## src/rtl/spi_pkg_master_rx.sv

```systemverilog
// SPI master that pulls one fixed-size package from a slave after its interrupt edge.
// Mode 0 (CPOL=0, CPHA=0), MSB first, with per-byte strobes and sticky overrun/timeout flags.
module spi_pkg_master_rx #(
  parameter int PKG_SIZE   = 60,
  parameter int SCK_HALF   = 4,
  parameter int BYTE_GAP   = 2,
  parameter int CS_TIMEOUT = 1024
) (
  input  logic        sys_clk,
  input  logic        sys_rst_n,
  input  logic        intr_in,
  input  logic        cs_n_in,
  input  logic        miso,
  output logic        sck,
  output logic [7:0]  rx_data,
  output logic        rx_valid,
  output logic [15:0] byte_cnt,
  output logic        pkg_done,
  output logic        busy,
  output logic        overrun,
  output logic        timeout
);

  typedef enum logic [2:0] {IDLE, WAIT_CS, XFER, LATCH, GAP, DONE} state_t;

  localparam logic [15:0] PKG_LAST  = 16'(PKG_SIZE - 1);
  localparam logic [31:0] HALF_LAST = 32'(SCK_HALF - 1);
  localparam logic [31:0] GAP_LAST  = (BYTE_GAP > 0) ? 32'(BYTE_GAP - 1) : 32'd0;
  localparam logic [31:0] TMO_LAST  = 32'(CS_TIMEOUT - 1);

  state_t      state_reg, state_next;
  logic        intr_meta, intr_sync, intr_prev;
  logic        cs_meta, cs_sync;
  logic [31:0] cnt_reg, cnt_next;
  logic [2:0]  bit_reg, bit_next;
  logic [7:0]  shift_reg, shift_next;
  logic        sck_reg, sck_next;
  logic [7:0]  rx_data_reg, rx_data_next;
  logic        rx_valid_reg, rx_valid_next;
  logic [15:0] byte_cnt_reg, byte_cnt_next;
  logic        pkg_done_reg, pkg_done_next;
  logic        overrun_reg, overrun_next;
  logic        timeout_reg, timeout_next;
  logic        intr_rise, start_byte;

  assign intr_rise = intr_sync & ~intr_prev;

  // Synchronisers; cs_n idles high so its chain resets to 1.
  always_ff @(posedge sys_clk or negedge sys_rst_n) begin
    if (!sys_rst_n) begin
      intr_meta <= 1'b0;
      intr_sync <= 1'b0;
      intr_prev <= 1'b0;
      cs_meta   <= 1'b1;
      cs_sync   <= 1'b1;
    end else begin
      intr_meta <= intr_in;
      intr_sync <= intr_meta;
      intr_prev <= intr_sync;
      cs_meta   <= cs_n_in;
      cs_sync   <= cs_meta;
    end
  end

  always_ff @(posedge sys_clk or negedge sys_rst_n) begin
    if (!sys_rst_n) begin
      state_reg    <= IDLE;
      cnt_reg      <= '0;
      bit_reg      <= '0;
      shift_reg    <= '0;
      sck_reg      <= 1'b0;
      rx_data_reg  <= '0;
      rx_valid_reg <= 1'b0;
      byte_cnt_reg <= '0;
      pkg_done_reg <= 1'b0;
      overrun_reg  <= 1'b0;
      timeout_reg  <= 1'b0;
    end else begin
      state_reg    <= state_next;
      cnt_reg      <= cnt_next;
      bit_reg      <= bit_next;
      shift_reg    <= shift_next;
      sck_reg      <= sck_next;
      rx_data_reg  <= rx_data_next;
      rx_valid_reg <= rx_valid_next;
      byte_cnt_reg <= byte_cnt_next;
      pkg_done_reg <= pkg_done_next;
      overrun_reg  <= overrun_next;
      timeout_reg  <= timeout_next;
    end
  end

  always_comb begin
    state_next    = state_reg;
    cnt_next      = cnt_reg;
    bit_next      = bit_reg;
    shift_next    = shift_reg;
    sck_next      = sck_reg;
    rx_data_next  = rx_data_reg;
    rx_valid_next = 1'b0;
    byte_cnt_next = byte_cnt_reg;
    pkg_done_next = 1'b0;
    overrun_next  = overrun_reg;
    timeout_next  = timeout_reg;
    start_byte    = 1'b0;

    if (state_reg != IDLE && intr_rise)
      overrun_next = 1'b1;

    case (state_reg)
      IDLE: begin
        if (intr_rise) begin
          state_next    = WAIT_CS;
          cnt_next      = '0;
          byte_cnt_next = '0;
          overrun_next  = 1'b0;
          timeout_next  = 1'b0;
        end
      end
      WAIT_CS: begin
        if (!cs_sync)
          start_byte = 1'b1;
        else if (cnt_reg == TMO_LAST) begin
          timeout_next = 1'b1;
          state_next   = IDLE;
        end else
          cnt_next = cnt_reg + 32'd1;
      end
      XFER: begin
        if (cs_sync) begin
          state_next = IDLE;
          sck_next   = 1'b0;
        end else if (cnt_reg == HALF_LAST) begin
          cnt_next = '0;
          if (sck_reg) begin
            sck_next = 1'b0;
            if (bit_reg == 3'd7)
              state_next = LATCH;
          end else begin
            // Rising edge: sample miso in the same cycle sck goes high.
            sck_next   = 1'b1;
            shift_next = {shift_reg[6:0], miso};
            bit_next   = bit_reg + 3'd1;
          end
        end else
          cnt_next = cnt_reg + 32'd1;
      end
      LATCH: begin
        rx_data_next  = shift_reg;
        rx_valid_next = 1'b1;
        byte_cnt_next = byte_cnt_reg + 16'd1;
        cnt_next      = '0;
        if (byte_cnt_reg == PKG_LAST) begin
          pkg_done_next = 1'b1;
          state_next    = DONE;
        end else if (BYTE_GAP == 0)
          start_byte = 1'b1;
        else
          state_next = GAP;
      end
      GAP: begin
        if (cs_sync)
          state_next = IDLE;
        else if (cnt_reg == GAP_LAST)
          start_byte = 1'b1;
        else
          cnt_next = cnt_reg + 32'd1;
      end
      DONE: begin
        if (cs_sync)
          state_next = IDLE;
        else if (cnt_reg == TMO_LAST) begin
          timeout_next = 1'b1;
          state_next   = IDLE;
        end else
          cnt_next = cnt_reg + 32'd1;
      end
      default: state_next = IDLE;
    endcase

    // Every byte begins with an immediate sck rise and first-bit sample.
    if (start_byte) begin
      state_next = XFER;
      sck_next   = 1'b1;
      shift_next = {shift_reg[6:0], miso};
      bit_next   = '0;
      cnt_next   = '0;
    end
  end

  assign sck      = sck_reg;
  assign rx_data  = rx_data_reg;
  assign rx_valid = rx_valid_reg;
  assign byte_cnt = byte_cnt_reg;
  assign pkg_done = pkg_done_reg;
  assign busy     = (state_reg != IDLE);
  assign overrun  = overrun_reg;
  assign timeout  = timeout_reg;

endmodule

```

## config.mk

```make
export PLATFORM = sky130hd
export DESIGN_NAME = spi_pkg_master_rx
export DESIGN_NICKNAME = d
export VERILOG_FILES = /design/src/rtl/spi_pkg_master_rx.sv
export SDC_FILE = /design/constraint.sdc
export NUM_CORES = 1
export LEC_CHECK = 0
export BUFFER_PORTS_ARGS = -buffer_cell sky130_fd_sc_hd__buf_2
export CAP_MARGIN = 20
export CORE_MARGIN = 5
export CORE_UTILIZATION = 50
export DETAILED_ROUTE_END_ITERATION = 7
export PLACE_DENSITY = 0.71
export SYNTH_ARGS = -nofsm -noshare
export SYNTH_HDL_FRONTEND = slang
export SYNTH_SLANG_ARGS = --single-unit
```

## constraint.sdc

```tcl
create_clock -name sys_clk -period 2.55 [get_ports sys_clk]
set_input_delay 0.1275 -clock sys_clk [delete_from_list [all_inputs] [get_ports sys_clk]]
set_output_delay 0.1275 -clock sys_clk [all_outputs]
set_load 0.01 [all_outputs]
```

==> PnR_summary.wiki, run 1 <==
{| class="wikitable"
! Metric !! Value
|-
| Std cell rows || 33
|-
| Most frequently used flop master after synthesis || sky130_fd_sc_hd__dfrtp_1
|-
| Number of design rule violations left after detail routing || 0
|-
| Total setup violations reported at the end of the flow || 0
|-
| Unrepaired setup endpoints after global routing || yes
|-
| Maximum clock path buffer count || 2
|-
| Count of cell types in the netlist || 54
|-
| Largest net degree at the start of global routing || 81
|-
| Clk_lat worst skew || between 300 and 400 ps
|-
| Number of warnings issued by yosys || 0
|-
| Skew final || about 17 ps
|-
| Most instantiated cells after synthesis || sky130_fd_sc_hd__nand2_1, sky130_fd_sc_hd__dfrtp_1, sky130_fd_sc_hd__o21ai_0, sky130_fd_sc_hd__a21oi_1, sky130_fd_sc_hd__nand3_1
|-
| Count of fill cells added during filler insertion || 723
|-
| Cell leakage power || 2.20 nW
|-
| Num Clock Sinks || 80
|-
| Number of slew-limit violations in the final report || 0
|-
| CORE AREA || 8260 µm²
|-
| Critical path arrival || about 2600 ps
|-
| Detailed placer's ending HPWL || 6880 µm
|-
| Outcome || complete, no violations
|-
| Die width || 102 µm
|-
| VDD IR max || 0.000635 V
|-
| Syn Nets || 455
|-
| Antenna violations before repair || 0
|-
| Total via count in the routed design || approximately 3700
|-
| Number of buffers added by the clock tree synthesis step || 9
|-
| Clock tree from TritonCTS || built
|-
| WL final || 10400 µm
|-
| Max Cap Viol || 0
|-
| Final Cell Area || slightly below 5000 µm²
|-
| Total die area || around 10000 µm²
|-
| Crit. Startpoint || cnt_reg[7]
|-
| Placed instance area || 4600 µm²
|-
| P&R area growth vs syn || 15.3%
|-
| First DRT Iteration DRCs || 301
|-
| Cell taking the most area after synthesis || sky130_fd_sc_hd__dfrtp_1
|-
| FFs w/ async S/R, synth || 100%
|-
| Min-delay worst type || in -> async
|-
| Final layout net count || 502
|-
| Number of failing hold endpoints at the final stage || 0
|-
| Placer Congestion || about 0.9
|-
| Buffer type at the clock tree root || sky130_fd_sc_hd__clkbuf_8
|-
| Die height || roughly 100 µm
|-
| IO Pins || 35
|-
| Number of inserted diodes || 0
|-
| Count of buffers from port buffering || 34
|-
| Share of cells above drive strength 1 || around a fifth
|-
| First-pass GRT wire length || 17500 µm
|-
| Sequential fraction of the synthesis area || a little under half
|-
| Via count of the first global-routing pass || 3543
|-
| Final critical path time including I/O delays and setup || 2380 ps
|-
| H-tree level count || 3
|-
| Tightest slew margin relative to the limit || 55.7%
|-
| Portion of synthesized cell area occupied by the leading cell type || 45.7%
|-
| Average detailed-routed wire length per instance || between 15 and 20 µm
|-
| Final core utilization || 59.6%
|-
| Synthesized area divided by synthesized cell count || roughly 9.6 µm²
|-
| Upper clock frequency limit || around 420 MHz
|-
| Synthesized instance count || between 400 and 500
|-
| Category of the worst setup path launch point || flip-flop
|-
| Largest fanout on the critical path || 9
|-
| Final period utilization || 93.5%
|-
| Area of the mapped netlist || around 4300 µm²
|-
| Total Routing Usage GR || 20.9%
|-
| Actual slew at the worst max-slew pin || 661 ps
|-
| Flops & latches, synth || 80
|-
| Global-route congestion overflow total || 0
|-
| EDFF count, synth || 0
|-
| Number of search-and-repair iterations in the first detailed-routing pass || 5
|-
| Starting utilization of the core area || 51.7%
|-
| Power per standard cell area || roughly 930 nW/µm²
|-
| Required time of the critical path || 2800 ps
|-
| Clock slew at the register clock pins of the worst setup and hold paths || about 90 ps
|-
| Detailed-route vias per instance || 6.17
|-
| Most frequently used cell type in the post-synthesis netlist || sky130_fd_sc_hd__nand2_1
|-
| Main area contributors after synthesis || sky130_fd_sc_hd__dfrtp_1, sky130_fd_sc_hd__nand2_1, sky130_fd_sc_hd__o32ai_1
|-
| Number of nets with antenna violations after detailed routing || 0
|-
| Number of flip-flops under the largest register name || 32
|-
| Element type at the critical path end || flip-flop
|-
| Origin of the critical flop-to-flop path || cnt_reg[7]
|-
| Critical setup path kind || reg -> reg
|}
## layout make-up
class / instances / area [µm²] / area share [%]
repair buffers: 56 / 373 / 7.58
flip-flops and latches: 80 / 2000 / 40.8
inverters: 7 / 26.3 / 0.534
multi-input cells: 338 / 2150 / 43.7
clock buffers: 9 / 124 / 2.52
clock inverters: 7 / 109 / 2.21
well taps: 105 / 131 / 2.67
## worst max-delay path, cell delays in order, from the launching register on
cell,delay [ps]
sky130_fd_sc_hd__dfrtp_1,460
sky130_fd_sc_hd__nor4_1,470
sky130_fd_sc_hd__nand2_1,200
sky130_fd_sc_hd__nor4_4,430
sky130_fd_sc_hd__o21a_4,270
sky130_fd_sc_hd__nor2_4,110
sky130_fd_sc_hd__mux2_4,330
## logic make-up (layout without fill, tap and decap cells)
| logic type | after synthesis | in the layout | share of synthesized area (%) |
|---|---|---|---|
| XOR/XNOR | 1 | 1 | 0.205 |
| flip-flops | 80 | 80 | 47.0 |
| buffers and inverters | 27 | 79 | 3.34 |
| AO/OA/AOI/OAI | 106 | 106 | 16.3 |
| multiplexers | 15 | 15 | 4.49 |
| adder cells (fa/ha/maj) | 5 | 5 | 1.47 |
| AND/OR/NAND/NOR | 211 | 211 | 27.2 |
## through the flow
step,setup slack [ps],TNS [ps],total power [mW],hold WS (ps),instances
2_1_floorplan,292,0,2.96,-168,445
3_3_place_gp,152,0,3.37,235,581
3_5_place_dp,46.6,0,3.43,234,581
4_1_cts,17.9,0,4.55,366,601
5_1_grt,-14.9,-14.9,4.86,303,602
6_report,166,0,4.59,273,602
## power breakdown
| part | total, mW | internal [mW] | leakage [nW] | switching, mW |
|---|---|---|---|---|
| clock network | 1.12 | 0.574 | 0.118 | 0.542 |
| registers | 1.66 | 1.46 | 1.07 | 0.196 |
| logic | 1.82 | 0.685 | 1.01 | 1.13 |
| total | 4.59 | 2.72 | 2.20 | 1.87 |
## path summary, 6_finish.rpt
check	endpoint	slack (ps)	depth (start not counted)
max	shift_reg[3]	170	6
min	rx_data[2]	270	2
max reg2reg	shift_reg[3]	170	6
min reg2reg	cs_sync	360	0
max in group asynchronous	byte_cnt[15]	1670	3
min in group sys_clk	cs_sync	360	0
## cells in the final DEF (no fill, tap or decap), types with 3 or more instances in the layout
| cell type | synthesis | routed |
|---|---|---|
| sky130_fd_sc_hd__nand2_1 | 88 | 88 |
| sky130_fd_sc_hd__dfrtp_1 | 78 | 78 |
| sky130_fd_sc_hd__buf_2 | 9 | 33 |
| sky130_fd_sc_hd__o21ai_0 | 25 | 25 |
| sky130_fd_sc_hd__a21oi_1 | 24 | 24 |
| sky130_fd_sc_hd__nand3_1 | 23 | 23 |
| sky130_fd_sc_hd__nor2_1 | 20 | 20 |
| sky130_fd_sc_hd__buf_4 | 0 | 17 |
| sky130_fd_sc_hd__o32ai_1 | 15 | 15 |
| sky130_fd_sc_hd__nor3_1 | 14 | 13 |
| sky130_fd_sc_hd__and3_1 | 11 | 11 |
| sky130_fd_sc_hd__a31oi_1 | 9 | 9 |
| sky130_fd_sc_hd__nor4_1 | 9 | 9 |
| sky130_fd_sc_hd__nand4_1 | 9 | 9 |
| sky130_fd_sc_hd__clkbuf_8 | 0 | 9 |
| sky130_fd_sc_hd__mux2_4 | 8 | 8 |
| sky130_fd_sc_hd__a32o_1 | 8 | 8 |
| sky130_fd_sc_hd__mux2i_1 | 6 | 6 |
| sky130_fd_sc_hd__inv_1 | 6 | 6 |
| sky130_fd_sc_hd__o21ai_1 | 7 | 6 |
| sky130_fd_sc_hd__or4_1 | 5 | 5 |
| sky130_fd_sc_hd__ha_1 | 5 | 5 |
| sky130_fd_sc_hd__nor4_2 | 4 | 4 |
| sky130_fd_sc_hd__nor4_4 | 4 | 4 |
| sky130_fd_sc_hd__nor3_2 | 3 | 4 |
| sky130_fd_sc_hd__dlygate4sd3_1 | 0 | 4 |
| sky130_fd_sc_hd__o211ai_1 | 3 | 3 |
| sky130_fd_sc_hd__nor2b_1 | 3 | 3 |
## what timing repair did
action,4_1_cts,5_1_grt
hold buffers,4,0
resized for setup,0,5
setup buffers,0,0
hold endpoints to repair,81,0
endpoints found under the setup margin,0,28
## per-layer routing
metal / share of wire [%] / up-vias / GRT usage [%] / wire length, µm
met4: 1.6 / 0 / 5.65 / 163
met3: 5.6 / 19 / 4.23 / 585
met2: 46 / 115 / 31.8 / 4780
li1: - / 1759 / - / -
met1: 47 / 1819 / 30.6 / 4840
met5: 0 / - / 0 / 0
No activity file was read; power rests on OpenSTA's default activity.
==> run 2: changes to the inputs <==
Clock period 2.55 ns to 2.4 ns, I/O delays scaled along.
==> run 2 against run 1 <==
Core utilization increased by 0.65 points; critical path type unchanged; via count decreased by 1.0%; non-clock buffer count increased by 14; worst hold slack gained 16 ps; critical path depth grew 1; die area did not move; largest power group unchanged; wire length is 0.35% lower; clock-buffer cell count grew 1; critical endpoint is now shift_reg[1]; fmax increased by 3.6%; total power is 6.3% higher; global-route usage increased by 0.42 points; clock skew fell by 1.4 ps.
==> PnR_summary.wiki, run 2 (synthesized netlist as in run 1, its figures left out) <==
{| class="wikitable"
! Metric !! Value
|-
| Setup_tns || 0 ps
|-
| Buffer type at the clock tree root || sky130_fd_sc_hd__clkbuf_8
|-
| Number of search-and-repair iterations in the first detailed-routing pass || 4
|-
| Number of design rule violations left after detail routing || 0
|-
| Number of flip-flops under the largest register name || 32
|-
| Final layout net count || 516
|-
| Largest net degree at the start of global routing || 45
|-
| IO Pins || 35
|-
| Die height || 102 µm
|-
| Clock tree from TritonCTS || built
|-
| Num Clock Sinks || 80
|-
| First-pass GRT wire length || 17700 µm
|-
| Starting utilization of the core area || between 50% and 60%
|-
| Slowest cell on crit path || sky130_fd_sc_hd__dfrtp_1
|-
| Clk_lat worst skew || 360 ps
|-
| Min-delay worst type || in -> async
|-
| Largest fanout on the critical path || 9
|-
| Total Routing Usage GR || 21.3%
|-
| Share of cells above drive strength 1 || between 20 and 25%
|-
| Category of the worst setup path launch point || flip-flop
|-
| WL final || slightly above 10000 µm
|-
| Count of buffers from port buffering || 34
|-
| First DRT Iteration DRCs || 332
|-
| Required time of the critical path || about 2700 ps
|-
| Cells along the critical path || nor4_1 > buf_4 > and4_1 > nand3_1 > nor4_4 > nor2_4 > mux2_4
|-
| Outcome || complete, no violations
|-
| Via count of the first global-routing pass || 3578
|-
| Element type at the critical path end || flip-flop
|-
| Origin of the critical flop-to-flop path || cnt_reg[22]
|-
| Detailed-route vias per instance || 5.97
|-
| Commonest non-fill, non-tap cells in the layout || sky130_fd_sc_hd__nand2_1, sky130_fd_sc_hd__dfrtp_1, sky130_fd_sc_hd__buf_2, sky130_fd_sc_hd__buf_4, sky130_fd_sc_hd__o21ai_0
|-
| Final period utilization || 95.9%
|-
| Sequential cell area || 2000 µm²
|-
| Max Cap Viol || 0
|-
| Number of inserted diodes || 0
|-
| Skew final || ~15 ps
|-
| Number of slew-limit violations in the final report || 0
|-
| Crit. Startpoint || cnt_reg[22]
|-
| Detailed placer's ending HPWL || between 7000 and 8000 µm
|-
| Total die area || 10500 µm²
|-
| Critical path arrival || 2550 ps
|-
| Critical setup path kind || reg -> reg
|-
| Power per standard cell area || 981 nW/µm²
|-
| Upper clock frequency limit || approximately 430 MHz
|-
| Stage delay of the slowest cell on the critical path || 450 ps
|-
| Number of nets with antenna violations after detailed routing || 0
|-
| VDD IR max || 0.000929 V
|-
| Average detailed-routed wire length per instance || 16.8 µm
|-
| Global-route congestion overflow total || 0
|-
| Timing endpoint of the critical path || shift_reg[1]
|-
| Cell leakage power || 2.24 nW
|-
| Number of buffers added by the clock tree synthesis step || 9
|-
| Final critical path time including I/O delays and setup || 2300 ps
|-
| Area occupied by multi-input gates || around 2100 µm²
|-
| H-tree level count || 3
|-
| Overall power of the completed layout || 4.88 mW
|-
| Total setup violations reported at the end of the flow || 0
|-
| Number of failing hold endpoints at the final stage || 0
|-
| Std cell rows || 33
|-
| Placer Congestion || about 0.89
|-
| Total via count in the routed design || 3675
|-
| Reg-to-reg critical path endpoint || shift_reg[1]
|-
| Die width || 102 µm
|-
| Unrepaired setup endpoints after global routing || no
|-
| P&R area growth vs syn || 16.5%
|-
| Maximum clock path buffer count || 2
|-
| FF-to-FF setup slack || 100 ps
|-
| FF-to-FF path depth || 7
|-
| CORE AREA || 8260 µm²
|-
| Antenna violations before repair || 0
|-
| Worst hold slack || 289 ps
|-
| Leading cell type in the layout, fill and taps excluded || sky130_fd_sc_hd__nand2_1
|-
| Count of fill cells added during filler insertion || roughly 720
|-
| Actual slew at the worst max-slew pin || about 770 ps
|-
| Clock slew at the register clock pins of the worst setup and hold paths || 90 ps
|-
| Tightest slew margin relative to the limit || 48.2%
|}
## run 2: cell count changes in the layout (fill, tap and decap cells not counted), sizes merged
cell / before / now
buf: 52 / 66
clkbuf: 9 / 10
clkinv: 1 / 3
bufinv: 2 / 1
inv: 11 / 9
## run 2: worst min path at each step
stage	slack, ps	to	depth (start not counted)
2_1_floorplan	-180	asynchronous set/reset pin	0
5_1_grt	340	byte_cnt[0]	2
3_5_place_dp	150	rx_data[2]	1
6_report	290	shift_reg[2]	2
3_3_place_gp	140	rx_data[2]	1
4_1_cts	290	shift_reg[7]	2
## run 2: metal layers
| layer | up-vias | GRT usage [%] | routed length [µm] |
|---|---|---|---|
| li1 | 1776 | - | - |
| met1 | 1768 | 31.2 | 4830 |
| met2 | 114 | 32.1 | 4740 |
| met3 | 17 | 3.89 | 582 |
| met4 | 0 | 7.16 | 184 |
| met5 | - | 0 | 0 |
## run 2: metrics by stage
| stage | setup slack, ps | area, µm² | util, % | instances |
|---|---|---|---|---|
| 6_report | 98.9 | 4970 | 60.2 | 616 |
| 5_1_grt | 2.26 | 4970 | 60.2 | 616 |
| 4_1_cts | 70.9 | 4940 | 59.8 | 615 |
| 3_5_place_dp | 84.1 | 4690 | 56.8 | 595 |
| 3_3_place_gp | 147 | 4690 | 56.8 | 595 |
| 2_1_floorplan | 142 | 4270 | - | 445 |
## run 2: critical path, delay by kind of cell, from the launching register on
kind,cells,cell delay [ps]
buffers and inverters,1,190
flip-flops,1,450
multiplexers,1,320
AND/OR/NAND/NOR,5,1240
## run 2: final cells by class
class | instances | share of cell area (%)
sequential | 80 | 40.3
clock inverter | 6 | 1.48
clock buffer | 10 | 2.77
multi-input combinational | 338 | 43.2
tap | 105 | 2.64
inverter | 7 | 0.528
timing repair buffer | 70 | 9.11
## run 2: power by group
group          switching, mW  total (mW)  internal, mW
registers              0.201        1.75          1.55
logic                   1.25        2.06         0.804
clock network          0.547        1.07         0.522
total                   2.00        4.88          2.88
## run 2: timing repair
item | CTS | global route
hold buffers | 4 | 0
setup endpoints to repair | 0 | 34
endpoints found under the hold margin | 43 | 0
resized for setup | 0 | 3
setup buffers | 0 | 1
==> run 3: changes to the inputs <==
Settings changed: CORE_ASPECT_RATIO from default to 0.6, SETUP_SLACK_MARGIN from default to 0.2.
==> run 3 against run 2 <==
Combinational power rose by 13%; core utilization rose by 3.3 points; register-to-register slack improved by 60 ps; worst hold slack got worse by 280 ps; critical path depth rose by 1; sequential cell count did not move; largest cell class unchanged; via count rose by 7.3%; first-iteration DRC count fell by 0.30%.
==> PnR_summary.wiki, run 3 (synthesized netlist as in run 1, its figures left out) <==
{| class="wikitable"
! Metric !! Value
|-
| Commonest non-fill, non-tap cells in the layout || sky130_fd_sc_hd__nand2_1, sky130_fd_sc_hd__dfrtp_1, sky130_fd_sc_hd__buf_2, sky130_fd_sc_hd__buf_4, sky130_fd_sc_hd__a21oi_1
|-
| Number of failing hold endpoints at the final stage || 0
|-
| IO Pins || 35
|-
| Die height || between 80 and 90 µm
|-
| Power per standard cell area || ~1000 nW/µm²
|-
| Std cell rows || 26
|-
| Overall power of the completed layout || 5.57 mW
|-
| Via count of the first global-routing pass || 3637
|-
| Skew final || 4.93 ps
|-
| Starting utilization of the core area || 50.6%
|-
| Number of flip-flops under the largest register name || 32
|-
| Number of nets with antenna violations after detailed routing || 0
|-
| Post-place setup slack || 59.3 ps
|-
| Category of the worst setup path launch point || flip-flop
|-
| Die width || 129 µm
|-
| Total Routing Usage GR || 22.6%
|-
| CORE AREA || 8430 µm²
|-
| Outcome || complete, no violations
|-
| WL final || 11500 µm
|-
| Post-route setup slack || 159 ps
|-
| Global-route congestion overflow total || 0
|-
| Number of inserted diodes || 0
|-
| Detailed placer's ending HPWL || 7730 µm
|-
| Total setup violations reported at the end of the flow || 0
|-
| Maximum clock path buffer count || 2
|-
| Clock tree from TritonCTS || built
|-
| Required time of the critical path || 2650 ps
|-
| Largest fanout on the critical path || 17
|-
| Actual slew at the worst max-slew pin || 695 ps
|-
| Number of search-and-repair iterations in the first detailed-routing pass || 7
|-
| Number of design rule violations left after detail routing || 0
|-
| Sink of the worst hold path || shift_reg[0]
|-
| Average detailed-routed wire length per instance || 18.2 µm
|-
| Critical path arrival || 2490 ps
|-
| Share of cells above drive strength 1 || 28.2%
|-
| Clk_lat worst skew || 340 ps
|-
| Total via count in the routed design || 3944
|-
| Worst Hold Depth || 2
|-
| Largest net degree at the start of global routing || 81
|-
| Unrepaired setup endpoints after global routing || yes
|-
| Final period utilization || 93.4%
|-
| Leading cell type in the layout, fill and taps excluded || sky130_fd_sc_hd__nand2_1
|-
| Element type at the critical path end || flip-flop
|-
| Antenna violations before repair || 0
|-
| FF-to-FF setup slack || between 150 and 200 ps
|-
| Count of fill cells added during filler insertion || 680
|-
| FF-to-FF path depth || 8
|-
| Total die area || 10500 µm²
|-
| Number of slew-limit violations in the final report || 0
|-
| Origin of the critical flop-to-flop path || cnt_reg[0]
|-
| Critical setup path kind || reg -> reg
|-
| Hold path start || miso
|-
| Final core utilization || 63.5%
|-
| Setup_tns || 0 ps
|-
| Placer Congestion || 0.882
|-
| Reg-to-reg critical path endpoint || cnt_reg[31]
|-
| Final critical path time including I/O delays and setup || around 2200 ps
|-
| Number of buffers added by the clock tree synthesis step || 9
|-
| H-tree level count || 3
|-
| Num Clock Sinks || 80
|-
| Final layout net count || between 500 and 600
|-
| Clock slew at the register clock pins of the worst setup and hold paths || around 60 ps
|-
| Cell leakage power || 2.40 nW
|-
| Min-delay worst type || in -> reg
|-
| Count of buffers from port buffering || 34
|-
| VDD IR max || 0.000630 V
|-
| Detailed-route vias per instance || 6.23
|-
| Buffer type at the clock tree root || sky130_fd_sc_hd__clkbuf_16
|-
| P&R area growth vs syn || 25.4%
|-
| Tightest slew margin relative to the limit || ~53%
|-
| Max Cap Viol || 0
|-
| Upper clock frequency limit || 446 MHz
|-
| First-pass GRT wire length || about 19000 µm
|-
| First DRT Iteration DRCs || 331
|}
[run 3: per-stage QoR]
step / hold slack, ps / instances / instance area, µm²
after global placement: 226 / 601 / 4710
after detailed placement: 226 / 601 / 4710
final: 12.9 / 633 / 5350
after global routing: 11.3 / 633 / 5350
after CTS: 8.35 / 623 / 5140
after floorplan: -176 / 445 / 4270
[run 3: routing by layer]
metal | vias to the layer above | GRT usage (%) | part of all wire, %
met5 | - | 0 | 0
met4 | 0 | 4.61 | 0.69
met3 | 11 | 5.52 | 8.4
met2 | 166 | 33.3 | 44
met1 | 1955 | 33.8 | 47
li1 | 1812 | - | -
[run 3: worst max-delay path, cell delays in order, from the launching register on]
cell and delay [ps]:
sky130_fd_sc_hd__dfrtp_1 380, sky130_fd_sc_hd__ha_1 230, sky130_fd_sc_hd__nand3_2 100, sky130_fd_sc_hd__nor4_1 60, sky130_fd_sc_hd__nor4b_4 140, sky130_fd_sc_hd__a211o_1 350
sky130_fd_sc_hd__buf_8 190, sky130_fd_sc_hd__or4_1 510, sky130_fd_sc_hd__a31oi_1 190
[run 3: power breakdown]
part | switching (mW) | internal [mW]
sequential | 0.202 | 1.56
clock | 0.569 | 0.917
combinational | 1.39 | 0.941
total | 2.16 | 3.41
[run 3: timing repair]
item,4_1_cts,5_1_grt
hold endpoints to repair,39,0
hold buffers,3,0
buffers inserted,3,7
pin swaps,4,15
resized for setup,10,34
setup endpoints to repair,36,42
gates cloned,0,2
[run 3: area by class of cell]
class / count / area, µm² / area share [%]
timing repair buffer: 79 / 578 / 10.8
sequential: 80 / 2020 / 37.7
tap: 112 / 140 / 2.62
clock inverter: 6 / 92.6 / 1.73
inverter: 7 / 26.3 / 0.491
clock buffer: 10 / 229 / 4.28
multi-input combinational: 339 / 2270 / 42.4
[run 3: worst max-delay path by stage]
stage                   endpoint  slack [ps]         start
finish               cnt_reg[31]         160    cnt_reg[0]
global route        state_reg[0]          80  state_reg[2]
CTS                  cnt_reg[31]         190    cnt_reg[0]
detailed placement   cnt_reg[31]          60    cnt_reg[0]
global placement     cnt_reg[18]         190    cnt_reg[0]
floorplan            cnt_reg[31]         220    cnt_reg[0]
